File: config.mk
export PLATFORM = sky130hd
export DESIGN_NAME = mem_port_arbiter
export DESIGN_NICKNAME = d
export VERILOG_FILES = /design/src/rtl/mem_port_arbiter.sv
export SDC_FILE = /design/constraint.sdc
export NUM_CORES = 1
export LEC_CHECK = 0
export ABC_CLOCK_PERIOD_IN_PS = 1700
export CAP_MARGIN = 20
export CORE_MARGIN = 3
export CORE_UTILIZATION = 38
export DETAILED_ROUTE_END_ITERATION = 8
export GPL_TIMING_DRIVEN = 0
export PLACE_DENSITY = 0.8
export SLEW_MARGIN = 20
export SYNTH_ARGS = -nofsm -noshare
export SYNTH_HDL_FRONTEND = slang
export SYNTH_SLANG_ARGS = --single-unit
File: constraint.sdc
create_clock -name clk -period 1.7 [get_ports clk]
set_clock_uncertainty 0.2 [all_clocks]
set_input_delay 0.51 -clock clk [delete_from_list [all_inputs] [get_ports clk]]
set_output_delay 0.51 -clock clk [all_outputs]
set_load 0.02 [all_outputs]
File: src/rtl/mem_port_arbiter.sv
// Shares one RAM port between the instruction-fetch (IF) and load/store (LS) requesters.
// One transaction at a time; LS has priority, with a starvation guard for IF.
module mem_port_arbiter #(
    parameter int unsigned ADDR_W     = 11,
    parameter int unsigned DATA_W     = 32,
    parameter int unsigned RD_LAT     = 2,
    parameter int unsigned STARVE_MAX = 4
) (
    input  logic              clk,
    input  logic              rst_n,
    input  logic              if_req,
    input  logic [ADDR_W-1:0] if_addr,
    output logic              if_gnt,
    output logic              if_rvalid,
    output logic [DATA_W-1:0] if_rdata,
    input  logic              ls_req,
    input  logic              ls_we,
    input  logic [ADDR_W-1:0] ls_addr,
    input  logic [DATA_W-1:0] ls_wdata,
    output logic              ls_gnt,
    output logic              ls_rvalid,
    output logic [DATA_W-1:0] ls_rdata,
    output logic [ADDR_W-1:0] ram_addr,
    output logic              ram_w_en,
    output logic [DATA_W-1:0] ram_wdata,
    input  logic [DATA_W-1:0] ram_rdata,
    output logic              busy
);

    localparam int unsigned WCW = $clog2(RD_LAT + 1);
    localparam int unsigned SCW = $clog2(STARVE_MAX + 1);

    typedef enum logic [1:0] {StIdle, StIssue, StWait, StDone} state_e;

    state_e         state_q;
    logic [WCW-1:0] wait_cnt_q;
    logic [SCW-1:0] starve_cnt_q;
    logic           owner_ls_q;
    logic           we_q;

    logic any_req;
    logic grant_if;

    always_comb begin
        any_req  = if_req | ls_req;
        // IF only beats a pending LS once it has lost STARVE_MAX contested rounds
        grant_if = if_req & (~ls_req | (starve_cnt_q == SCW'(STARVE_MAX)));
    end

    always_ff @(posedge clk) begin
        if (!rst_n) begin
            state_q      <= StIdle;
            wait_cnt_q   <= '0;
            starve_cnt_q <= '0;
            owner_ls_q   <= 1'b0;
            we_q         <= 1'b0;
            if_gnt       <= 1'b0;
            ls_gnt       <= 1'b0;
            if_rvalid    <= 1'b0;
            ls_rvalid    <= 1'b0;
            if_rdata     <= '0;
            ls_rdata     <= '0;
            ram_addr     <= '0;
            ram_wdata    <= '0;
            ram_w_en     <= 1'b0;
            busy         <= 1'b0;
        end else begin
            if_gnt    <= 1'b0;
            ls_gnt    <= 1'b0;
            if_rvalid <= 1'b0;
            ls_rvalid <= 1'b0;
            ram_w_en  <= 1'b0;
            unique case (state_q)
                StIdle, StDone: begin
                    if (!if_req || grant_if) begin
                        starve_cnt_q <= '0;
                    end else if (starve_cnt_q != SCW'(STARVE_MAX)) begin
                        starve_cnt_q <= starve_cnt_q + SCW'(1);
                    end
                    if (any_req) begin
                        state_q <= StIssue;
                        busy    <= 1'b1;
                        if (grant_if) begin
                            owner_ls_q <= 1'b0;
                            we_q       <= 1'b0;
                            if_gnt     <= 1'b1;
                            ram_addr   <= if_addr;
                            ram_wdata  <= '0;
                        end else begin
                            owner_ls_q <= 1'b1;
                            we_q       <= ls_we;
                            ls_gnt     <= 1'b1;
                            ram_addr   <= ls_addr;
                            ram_wdata  <= ls_wdata;
                            ram_w_en   <= ls_we;
                        end
                    end else begin
                        state_q <= StIdle;
                        busy    <= 1'b0;
                    end
                end
                StIssue: begin
                    if (we_q) begin
                        state_q <= StIdle;
                        busy    <= 1'b0;
                    end else begin
                        state_q    <= StWait;
                        wait_cnt_q <= WCW'(RD_LAT);
                    end
                end
                StWait: begin
                    if (wait_cnt_q == WCW'(1)) begin
                        state_q    <= StDone;
                        wait_cnt_q <= '0;
                        if (owner_ls_q) begin
                            ls_rdata  <= ram_rdata;
                            ls_rvalid <= 1'b1;
                        end else begin
                            if_rdata  <= ram_rdata;
                            if_rvalid <= 1'b1;
                        end
                    end else begin
                        wait_cnt_q <= wait_cnt_q - WCW'(1);
                    end
                end
            endcase
        end
    end

endmodule
Yosys cells after proc, flatten, opt, wreduce, memory -nomap -nowiden --
Cells that the tools add are included.
Storage, ports and cells: register bits 122, input bits 91, output and inout port bits 113
Operators by class: add/subtract/negate cells 2, equal/unequal tests 9, muxes and demuxes 19, bitwise operators 5, reduce and logical (&&, ||, !) cells 15
Operators by type and width (number):
- 2-to-1 mux 32 bit | 1
- AND reduction 3 bit | 4
- 2-to-1 mux 11 bit | 1
- 2-to-1 mux 1 bit | 8
- 2-to-1 mux 2 bit | 4
- AND reduction 2 bit | 4
- 2-to-1 mux 3 bit | 2
- != test 2 bit (second input constant) | 3
- one-hot mux 2 bit (3 select lines) | 1
- nonzero test 2 bit | 3
- == test 2 x 1 -> 1 bit (second input constant) | 2
- == test 2 bit (second input constant) | 2
- one-hot mux 2 bit (2 select lines) | 1
- adder 3 x 1 -> 3 bit (second input constant) | 1
- == test 3 bit (second input constant) | 1
- != test 3 bit (second input constant) | 1
- zero test 2 bit | 1
- NOT 1 bit | 2
- OR 1 bit | 2
- one-hot mux 1 bit (2 select lines) | 1
- OR reduction 2 bit | 1
- subtractor 2 x 1 -> 2 bit (second input constant) | 1
- bitwise AND 1 bit | 1
- zero test 1 bit | 1
- logical OR 1 bit | 1

Depth between registers and ports, before layout --
Gate-level depths: netlist (run 1).
word-level depth 6, mapped depth 8, depth with buffers taken out 5

Worst setup path after synthesis (run 1) --
Ideal clock, no wire load.
path type reg2reg, start point register state_q[0], end point register ram_wdata[0], setup time 0.117 ns, data arrival time 1.428 ns, path slack -0.045 ns, stages on the path, launching flop included 9, path buffers 3, clock period less this slack 1.745 ns, cells stage by stage dfxtp_1 > inv_1 > ha_1 > buf_4 > o21ai_4 > and2_1 > buf_6 > buf_6 > a22o_1
Between the ends: word-level cells in the longest chain between the ends 3, elaborated cells on any way between the ends 4, those cells by class eq/ne (1); reduce/logical (3)
Ends and longest elaborated chain:
- start, declared | line 35 | state_e state_q;
- start signal, assigned | line 52 | state_q <= StIdle;
- start signal, assigned | line 81 | state_q <= StIssue;
- start signal, assigned | line 98 | state_q <= StIdle;
- == test 2 bit / zero test 2 bit (equally long branches) | line 73 | unique case (state_q)
- OR reduction 2 bit * | line 73
- AND reduction 2 bit (no line) *
- end signal, assigned | line 94 | ram_wdata <= ls_wdata;
- end, declared | line 25 | output logic [DATA_W-1:0] ram_wdata,
Every way passes the cells marked *; elsewhere a longest branch is shown, timed or not. A chain may end at the register's enable or synchronous reset.

Worst setup path after layout (run 1) --
start point register ram_wdata[22], end point output port ram_wdata[22]
No word-level cell between the ends.

==> run metrics, run 1 <==
Crit. Startpoint=ram_wdata[22]$_SDFFE_PN0P_; highest-utilization routing layer at the global route stage=met2; static leakage=2.96 nW; DRC viols=0; post-DR vias/cell=5.03; antenna diode count=0; routed wire length per instance=16.4 µm; number of violations of the max-capacitance limit=0; fillers=1015; total of buffers placed on input and output ports=201; WS Path Type=flip-flop to output pin; weighted congestion at the end of routability-driven global placement=0.789; met3 track utilization from global routing=5.49%; met2 routing resource usage after global routing=34.6%; number of endpoints with negative hold slack in the final report=0; status=finished clean; Reg power frac=40.7%; fin cells=872; number of buffers and inverters on the critical path=1; Die Width=116 µm; Mapped Nets=588; count of clock tree sinks=122; number of global-route vias before repair=4390; standard cell area after detailed placement=6830 µm²; number of top-level pins=204; proportion of layout cells with a drive suffix above 1=26.3%; depth of the worst register-to-register path=7; count of nets left with antenna violations after detail routing=0; clock tree from TritonCTS=done; Netlist cell types=39; Mapped Cells=492; class of the most critical hold timing path=flip-flop to flip-flop; Total Routed Length=14300 µm; worst r2r dst=if_rdata[22]$_SDFFE_PN0P_; Max Root-Sink Buffers=2; setup repair after global routing missed its margin=yes; antenna violations before repair=0; required time of the critical path=0.99 ns; Clk network pwr share=46.5%; type of destination of the critical path=output pin; FMAX=608 MHz; Worst Path Arrival=0.94 ns; total chip power=7.47 mW; remaining global-route overflow=0; Clk pin slew, worst setup/hold paths=0.05 ns; Root Driver=sky130_fd_sc_hd__clkbuf_16; synthesized flop and latch total=122; multi-input logic area=1940 µm²; Switching Power=1.74 mW; pin count of the biggest net entering global routing=17; hold buffers post-CTS=0; placed cell count=836; Crit. path cell count=1; final net count=812; Critical Path Sink=ram_wdata[22]; Initial Util=39.7%; share of the yosys chip area belonging to registers=52.8%; sw frac=23.4%; CTS H-Tree Depth=4; Die Outline Area=13500 µm²; Yosys warning total=0; total CTS buffers=17; Die Ht=116 µm; worst-path fanout max=2; measured slew at the worst slew-check pin=0.466 ns; Hold WS=0.251 ns; final worst slack=0.0549 ns; finished layout cell area=6970 µm²; Starting DRT DRC Count=321; endpoints failing setup=0; register cell area after layout=2450 µm²; Cell Chain, Critical Path=buf_2; worst-case headroom to the max-slew limit=68.9%; relative area change from synthesis to final layout=50.7%; global-route wire length before repair=22100 µm; met1 demand-to-capacity share in global routing=25.9%; Final Slew Violations=0; Final period util=96.8%; pre-CTS setup slack=-0.483 ns; clock period minus worst slack=1.65 ns; Core ar.=11700 µm²; Mapped Area=4630 µm²; combinational cell fraction of total power=12.8%; family with the most delay on the worst path=flip-flops; VDD IR-drop max=0.642 mV; Crit path largest cell delay=0.34 ns; Detail Placement HPWL=10500 µm; Skew-Pair Late Insertion Delay=0.40 ns; P per Cell Area=1070 nW/µm²; slowest library cell on the worst path=sky130_fd_sc_hd__dfxtp_1; DR pass1 iterations=4; Total GRT Usage=20.8%; Startpoint Class=flip-flop; startpoint of the lowest-slack register-to-register path=state_q[0]$_SDFFE_PN0P_; average footprint of a synthesized cell=9.41 µm²; internal power consumption=5.72 mW; minimum setup slack among reg-to-reg paths=0.06 ns; detailed-route via count=4382; number of placement rows=39
[state kept, by name, summed over array words and instances, names as in the netlist, 2 cells and up]
| signal | count |
|---|---|
| starve_cnt_q | 3 |
| wait_cnt_q | 2 |
| if_rdata | 32 |
| state_q | 2 |
| ram_wdata | 32 |
| ls_rdata | 32 |
| ram_addr | 11 |
[per-layer routing]
metal,wire (µm),part of all wire [%],vias up
met5,0,0,-
met4,367,2.6,0
met3,810,5.7,26
met2,7080,50,139
met1,6010,42,2082
li1,-,-,2135
[area by class of cell]
| cell class | instances | share of cell area [%] |
|---|---|---|
| Buffer | 37 | 4.25 |
| Clock buffer | 24 | 6.91 |
| Clock inverter | 8 | 1.33 |
| Inverter | 7 | 0.377 |
| Multi-Input combinational cell | 323 | 27.8 |
| Sequential cell | 122 | 35.1 |
| Tap cell | 143 | 2.57 |
| Timing Repair Buffer | 208 | 21.7 |
[worst min path at each step]
stage	from	to	slack, ns	depth (start not counted)
floorplan	owner_ls_q$_SDFFE_PN0P_	owner_ls_q$_SDFFE_PN0P_	0.27	1
global placement	if_rdata[16]$_SDFFE_PN0P_	if_rdata[16]$_SDFFE_PN0P_	0.24	2
detailed placement	if_rdata[14]$_SDFFE_PN0P_	if_rdata[14]$_SDFFE_PN0P_	0.25	2
CTS	if_req	ram_addr[10]$_SDFFE_PN0P_	0.25	3
global route	if_rdata[10]$_SDFFE_PN0P_	if_rdata[10]$_SDFFE_PN0P_	0.27	2
finish	if_rdata[24]$_SDFFE_PN0P_	if_rdata[24]$_SDFFE_PN0P_	0.25	2
[stage by stage]
stage                     util [%]  TNS, ns
final                         59.8        0
after floorplan                  -        0
after CTS                     59.5   -0.209
after global placement        58.5   -23.21
after global routing          59.8   -0.222
after detailed placement      58.5   -26.55
[power groups by stage]
stage | clock network, mW | registers, mW | logic [mW]
floorplan | 0 | 3.21 | 0.361
global placement | 0 | 3.09 | 0.969
detailed placement | 0 | 3.10 | 0.991
CTS | 3.54 | 3.04 | 0.941
global route | 3.66 | 3.05 | 1.03
finish | 3.47 | 3.04 | 0.952
[cell usage after synthesis, drive strengths merged]
| library cell | number | area, µm² |
|---|---|---|
| or3b | 1 | 8.76 |
| a21boi | 69 | 529 |
| xor2 | 1 | 8.76 |
| inv | 7 | 26.3 |
| nor3b | 3 | 22.5 |
| mux2i | 2 | 20.0 |
| and3b | 1 | 8.76 |
| a21bo | 1 | 10.0 |
| buf | 30 | 220 |
| nor2 | 3 | 11.3 |
| o211ai | 2 | 15.0 |
| nand3b | 1 | 7.51 |
| a21oi | 13 | 65.1 |
| dfxtp | 122 | 2440 |
| and3 | 1 | 6.26 |
| a21o | 1 | 7.51 |
| clkbuf | 10 | 37.5 |
| nor3 | 1 | 5.00 |
| nand2b | 1 | 6.26 |
| and2 | 6 | 37.5 |
| o2bb2ai | 1 | 8.76 |
| a31oi | 12 | 90.1 |
| xnor2 | 1 | 8.76 |
| a22o | 31 | 272 |
| o21a | 2 | 15.0 |
| nand3 | 2 | 15.0 |
| o21ai | 26 | 141 |
| nand2 | 134 | 503 |
| o311a | 1 | 10.0 |
| or3 | 1 | 6.26 |
| ha | 5 | 62.6 |
[placed cells by master, fill, tap and decap left out, types with 6 or more instances in the layout]
cell type / netlist / final
sky130_fd_sc_hd__nand2_1: 134 / 134
sky130_fd_sc_hd__inv_1: 7 / 6
sky130_fd_sc_hd__clkbuf_16: 0 / 18
sky130_fd_sc_hd__clkbuf_1: 10 / 14
sky130_fd_sc_hd__o21ai_0: 24 / 24
sky130_fd_sc_hd__a21boi_0: 49 / 36
sky130_fd_sc_hd__a21oi_1: 13 / 13
sky130_fd_sc_hd__dfxtp_1: 122 / 119
sky130_fd_sc_hd__a22o_1: 31 / 31
sky130_fd_sc_hd__clkdlybuf4s50_1: 0 / 87
sky130_fd_sc_hd__buf_2: 14 / 116
sky130_fd_sc_hd__a31oi_1: 11 / 10
sky130_fd_sc_hd__buf_6: 8 / 11
sky130_fd_sc_hd__a21boi_1: 19 / 32
sky130_fd_sc_hd__buf_4: 8 / 15
[logic make-up after synthesis]
kind of cell	after synthesis	synth area share, %
buffers and inverters	47	6.14
and+or+nand+nor	155	13.8
adders and majority gates	5	1.35
xor gates and xnor gates	2	0.379
DFF	122	52.8
muxes	2	0.433
AOI/OAI and AO/OA	159	25.1
[what timing repair did]
item / 4_1_cts / 5_1_grt
hold endpoints to repair: 0 / 0
buffers inserted: 5 / 1
resized for setup: 469 / 28
setup endpoints to repair: 207 / 98
pin swaps: 1 / 2
gates cloned: 0 / 1
[tightest hold or removal path, stage by stage (launching register included)]
cell and delay (ns):
sky130_fd_sc_hd__dfxtp_1 0.30, sky130_fd_sc_hd__nand2_1 0.05, sky130_fd_sc_hd__a21boi_1 0.05
Note: power is estimated with default switching activity, not from simulation.
==> inputs of run 2 (changes only) <==
CORE_MARGIN = 1.5   (was 3)
PLACE_DENSITY = 0.77   (was 0.8)
==> run 2 against run 1 <==
  * Sequential share of layout area fell by 0.66 points
  * Total power rose by 3.6%
  * Non-clock buffer count rose by 5
  * Combinational power rose by 3.4%
  * Maximum frequency fell by 0.94%
  * Wire length fell by 0.90%
  * Sequential cell count did not move
  * Largest cell class unchanged
==> run metrics, run 2 (synthesis gave the netlist of run 1 again) <==
status=finished clean; setup total negative slack=0 ns; proportion of layout cells with a drive suffix above 1=27.7%; required time of the critical path=1.85 ns; FMAX=602 MHz; WHS Endpoint=ram_addr[10]$_SDFFE_PN0P_; total CTS buffers=17; pin count of the biggest net entering global routing=17; detailed-route via count=4400; Total Routed Length=14100 µm; number of violations of the max-capacitance limit=0; Die Outline Area=12900 µm²; Hold Path Depth=3; startpoint of the lowest-slack register-to-register path=state_q[0]$_SDFFE_PN0P_; number of top-level pins=204; total chip power=7.74 mW; Die Width=113 µm; Max Root-Sink Buffers=2; register cell area after layout=2450 µm²; antenna violations before repair=0; fillers=1079; multi-input logic area=1950 µm²; worst-path fanout max=10; P per Cell Area=1090 nW/µm²; Clk pin slew, worst setup/hold paths=0.06 ns; placed cell count=840; number of global-route vias before repair=4366; static leakage=3.01 nW; Startpoint Class=flip-flop; Final Slew Violations=0; post-DR vias/cell=4.99; weighted congestion at the end of routability-driven global placement=0.802; Die Ht=113 µm; total of buffers placed on input and output ports=201; Starting DRT DRC Count=292; type of destination of the critical path=flip-flop; Hold Startpoint=if_req; count of nets left with antenna violations after detail routing=0; Skew-Pair Late Insertion Delay=0.41 ns; WS Path Type=flip-flop to flip-flop; standard cell area after detailed placement=6830 µm²; registers with the highest flip-flop counts=if_rdata x32, ls_rdata x32, ram_wdata x32; depth of the worst register-to-register path=7; Detail Placement HPWL=10100 µm; Final period util=97.7%; Root Driver=sky130_fd_sc_hd__clkbuf_16; most common cell after layout, fill and taps aside=sky130_fd_sc_hd__nand2_1; count of clock tree sinks=122; class of the most critical hold timing path=primary input to flip-flop; DR pass1 iterations=4; VDD IR-drop max=0.490 mV; measured slew at the worst slew-check pin=0.549 ns; number of placement rows=40; fin cells=881; antenna diode count=0; clock tree from TritonCTS=done; setup repair after global routing missed its margin=yes; routed wire length per instance=16.0 µm; relative area change from synthesis to final layout=53.6%; global-route wire length before repair=21800 µm; worst-case headroom to the max-slew limit=63.4%; final net count=817; minimum setup slack among reg-to-reg paths=0.04 ns; clock period minus worst slack=1.66 ns; DRC viols=0; Initial Util=38.7%; number of endpoints with negative hold slack in the final report=0; Worst Path Arrival=1.81 ns; commonest non-fill, non-tap cells in the layout=sky130_fd_sc_hd__nand2_1, sky130_fd_sc_hd__dfxtp_1, sky130_fd_sc_hd__buf_2; Crit. Startpoint=state_q[0]$_SDFFE_PN0P_; Core ar.=12000 µm²; worst r2r dst=ram_wdata[16]$_SDFFE_PN0P_; CTS H-Tree Depth=4; finished layout cell area=7110 µm²; Total GRT Usage=21.4%; remaining global-route overflow=0; endpoints failing setup=0; final core utilization=59.4%
## run 2: changes by cell type in the layout (fill, tap and decap cells not counted), sizes merged
cell / previous run / this run
bufinv: 2 / 3
clkinvlp: 1 / 3
clkinv: 5 / 6
buf: 145 / 151
clkbuf: 36 / 31
## run 2: worst max-delay path by stage
stage,end,slack (ns),cells after the start
floorplan,ram_wdata[0]$_SDFFE_PN0P_,0.003,8
global placement,ram_wdata[6]$_SDFFE_PN0P_,-0.43,5
detailed placement,ram_wdata[6]$_SDFFE_PN0P_,-0.48,5
CTS,ram_wdata[6]$_SDFFE_PN0P_,-0.05,8
global route,if_rdata[2]$_SDFFE_PN0P_,-0.03,7
finish,ram_wdata[16]$_SDFFE_PN0P_,0.04,7
## run 2: area by class of cell
| class | count | area share (%) |
|---|---|---|
| Buffer | 38 | 4.58 |
| Multi-Input combinational cell | 323 | 27.5 |
| Clock inverter | 12 | 2.06 |
| Tap cell | 147 | 2.59 |
| Inverter | 7 | 0.370 |
| Timing Repair Buffer | 212 | 22.0 |
| Clock buffer | 20 | 6.56 |
| Sequential cell | 122 | 34.4 |
## run 2: worst max-delay path: stages, from the launching register on
cell	delay, ns
sky130_fd_sc_hd__dfxtp_2	0.34
sky130_fd_sc_hd__inv_2	0.05
sky130_fd_sc_hd__ha_4	0.30
sky130_fd_sc_hd__nand3_2	0.09
sky130_fd_sc_hd__a31oi_4	0.18
sky130_fd_sc_hd__buf_12	0.14
sky130_fd_sc_hd__buf_6	0.14
sky130_fd_sc_hd__a22o_1	0.15
## run 2: routing by layer
layer / share of wire [%] / vias up / global-route usage [%]
met5: 0 / - / 0
met4: 2.4 / 0 / 9.42
met3: 5.6 / 24 / 4.61
met2: 50 / 151 / 37.1
met1: 42 / 2086 / 25.5
li1: - / 2139 / -
## run 2: metrics by stage
stage / setup slack, ns / hold slack, ns
floorplan: 0.00268 / 0.268
detailed placement: -0.483 / 0.248
CTS: -0.0506 / 0.242
global placement: -0.432 / 0.243
finish: 0.0393 / 0.250
global route: -0.0349 / 0.267
## run 2: where the power goes
part / internal, mW / total, mW / switching (mW) / leakage (nW)
combinational: 0.507 / 0.984 / 0.477 / 1.71
sequential: 2.98 / 3.04 / 0.0607 / 0.993
clock: 2.41 / 3.71 / 1.30 / 0.298
total: 5.89 / 7.74 / 1.84 / 3.01
## run 2: timing repair
action / CTS / global route
gates resized for setup: 471 / 35
setup buffers: 5 / 4
hold buffers: 0 / 0
setup endpoints to repair: 206 / 108
cloned: 0 / 2
pin swaps: 1 / 3
==> inputs of run 3 (changes only) <==
PLACE_DENSITY = 0.89   (was 0.77)
==> run 3 against run 2 <==
  * Total power rose by 1.7%
  * Final cell count fell by 0.23%
  * Largest power group unchanged
  * Critical path type unchanged
  * Sequential share of layout area rose by 0.098 points
  * Die area did not move
  * Global-route usage fell by 0.38 points
==> run metrics, run 3 (synthesis gave the netlist of run 1 again) <==
Die Ht=113 µm; FMAX=607 MHz; global-route wire length before repair=21300 µm; number of endpoints with negative hold slack in the final report=0; Core ar.=12000 µm²; number of global-route vias before repair=4255; setup repair after global routing missed its margin=yes; finished layout cell area=7090 µm²; Worst Path Arrival=1.79 ns; Die Outline Area=12900 µm²; commonest non-fill, non-tap cells in the layout=sky130_fd_sc_hd__nand2_1, sky130_fd_sc_hd__dfxtp_1, sky130_fd_sc_hd__buf_2; registers with the highest flip-flop counts=if_rdata x32, ls_rdata x32, ram_wdata x32; measured slew at the worst slew-check pin=0.460 ns; Skew-Pair Late Insertion Delay=0.40 ns; WS Path Type=flip-flop to flip-flop; fin cells=879; endpoints failing setup=0; count of nets left with antenna violations after detail routing=0; Crit path largest cell delay=0.34 ns; routed wire length per instance=15.3 µm; VDD IR-drop max=0.518 mV; remaining global-route overflow=0; clock period minus worst slack=1.65 ns; Initial Util=38.7%; Starting DRT DRC Count=272; antenna diode count=0; total CTS buffers=17; static leakage=3.00 nW; slowest library cell on the worst path=sky130_fd_sc_hd__dfxtp_2; Final period util=97.0%; relative area change from synthesis to final layout=53.1%; worst-path fanout max=10; number of violations of the max-capacitance limit=0; Cell Chain, Critical Path=inv_2, ha_4, nand3_4, a31oi_4, buf_12, buf_6, a22o_1; detailed-route via count=4320; most common cell after layout, fill and taps aside=sky130_fd_sc_hd__nand2_1; number of placement rows=40; Die Width=113 µm; Clk pin slew, worst setup/hold paths=0.05 ns; antenna violations before repair=0; final net count=815; Max Root-Sink Buffers=2; status=finished clean; worst-case headroom to the max-slew limit=69.3%; CTS H-Tree Depth=4; clock tree from TritonCTS=done; standard cell area after detailed placement=6830 µm²; Startpoint Class=flip-flop; weighted congestion at the end of routability-driven global placement=0.836; total chip power=7.87 mW; number of top-level pins=204; fillers=1031; class of the most critical hold timing path=flip-flop to flip-flop; Total Routed Length=13500 µm; placed cell count=840; total of buffers placed on input and output ports=201; required time of the critical path=1.84 ns; count of clock tree sinks=122; Detail Placement HPWL=9390 µm; DR pass1 iterations=4; Root Driver=sky130_fd_sc_hd__clkbuf_16; Final Slew Violations=0; DRC viols=0; proportion of layout cells with a drive suffix above 1=26.6%; family with the most delay on the worst path=flip-flops; pin count of the biggest net entering global routing=17; P per Cell Area=1110 nW/µm²; Total GRT Usage=21.0%; type of destination of the critical path=flip-flop; post-DR vias/cell=4.91; number of buffers and inverters on the critical path=3
==> run 3: cell count changes in the layout (fill, tap and decap cells not counted), moves of 2 or more <==
cell / before / now
sky130_fd_sc_hd__clkbuf_1: 10 / 14
sky130_fd_sc_hd__clkinvlp_4: 3 / 1
sky130_fd_sc_hd__a21boi_0: 39 / 36
sky130_fd_sc_hd__clkinv_2: 5 / 1
sky130_fd_sc_hd__clkbuf_8: 3 / 5
sky130_fd_sc_hd__buf_2: 115 / 118
sky130_fd_sc_hd__a21boi_1: 28 / 31
sky130_fd_sc_hd__buf_4: 18 / 13
==> run 3: path summary, 6_finish.rpt <==
check / from / slack [ns] / cells past startpoint / endpoint
setup / recovery: state_q[0]$_SDFFE_PN0P_ / 0.05 / 7 / ram_wdata[29]$_SDFFE_PN0P_
hold / removal: ls_rdata[31]$_SDFFE_PN0P_ / 0.25 / 2 / ls_rdata[31]$_SDFFE_PN0P_
setup reg to reg: state_q[0]$_SDFFE_PN0P_ / 0.05 / 7 / ram_wdata[29]$_SDFFE_PN0P_
hold reg to reg: ls_rdata[31]$_SDFFE_PN0P_ / 0.25 / 2 / ls_rdata[31]$_SDFFE_PN0P_
==> run 3: where the power goes <==
part	switching [mW]	leakage, nW	internal [mW]	total [mW]
logic	0.465	1.70	0.480	0.945
clock network	1.23	0.311	2.65	3.88
registers	0.0624	0.993	2.98	3.04
==> run 3: repair_timing <==
action / CTS / global route
gates cloned: 1 / 2
pin swaps: 2 / 1
hold buffers: 0 / 0
buffers inserted: 5 / 2
setup endpoints to repair: 185 / 106
gates resized for setup: 460 / 50
==> run 3: cell type report <==
cell class / count / area (µm²) / area share, %
clock buffer: 26 / 509 / 7.19
sequential: 122 / 2450 / 34.5
multi-input combinational: 323 / 1950 / 27.5
buffer: 38 / 317 / 4.47
clock inverter: 6 / 133 / 1.87
inverter: 7 / 26.3 / 0.371
timing repair buffer: 210 / 1530 / 21.5
tap: 147 / 184 / 2.60
==> run 3: tightest hold or removal path, stage by stage (launching register included) <==
cell                       delay [ns]
sky130_fd_sc_hd__dfxtp_1         0.30
sky130_fd_sc_hd__nand2_1         0.05
sky130_fd_sc_hd__a21boi_1        0.05
==> run 3: metrics by stage <==
step | utilization, % | hold WS [ns] | TNS (ns) | worst slack, ns
finish | 59.2 | 0.248 | 0 | 0.0518
floorplan | - | 0.268 | 0 | 0.00268
global placement | 57.1 | 0.241 | -25.35 | -0.462
global route | 59.2 | 0.262 | -0.429 | -0.0552
detailed placement | 57.1 | 0.244 | -25.67 | -0.485
CTS | 58.5 | 0.249 | 0 | 0.000246
==> run 3: routing by layer <==
layer | share of wire (%) | wire (µm) | track usage (%)
met5 | 0 | 0 | 0
met4 | 2.4 | 326 | 9.08
met3 | 5.2 | 694 | 5.20
met2 | 48 | 6420 | 34.6
met1 | 45 | 6020 | 26.3
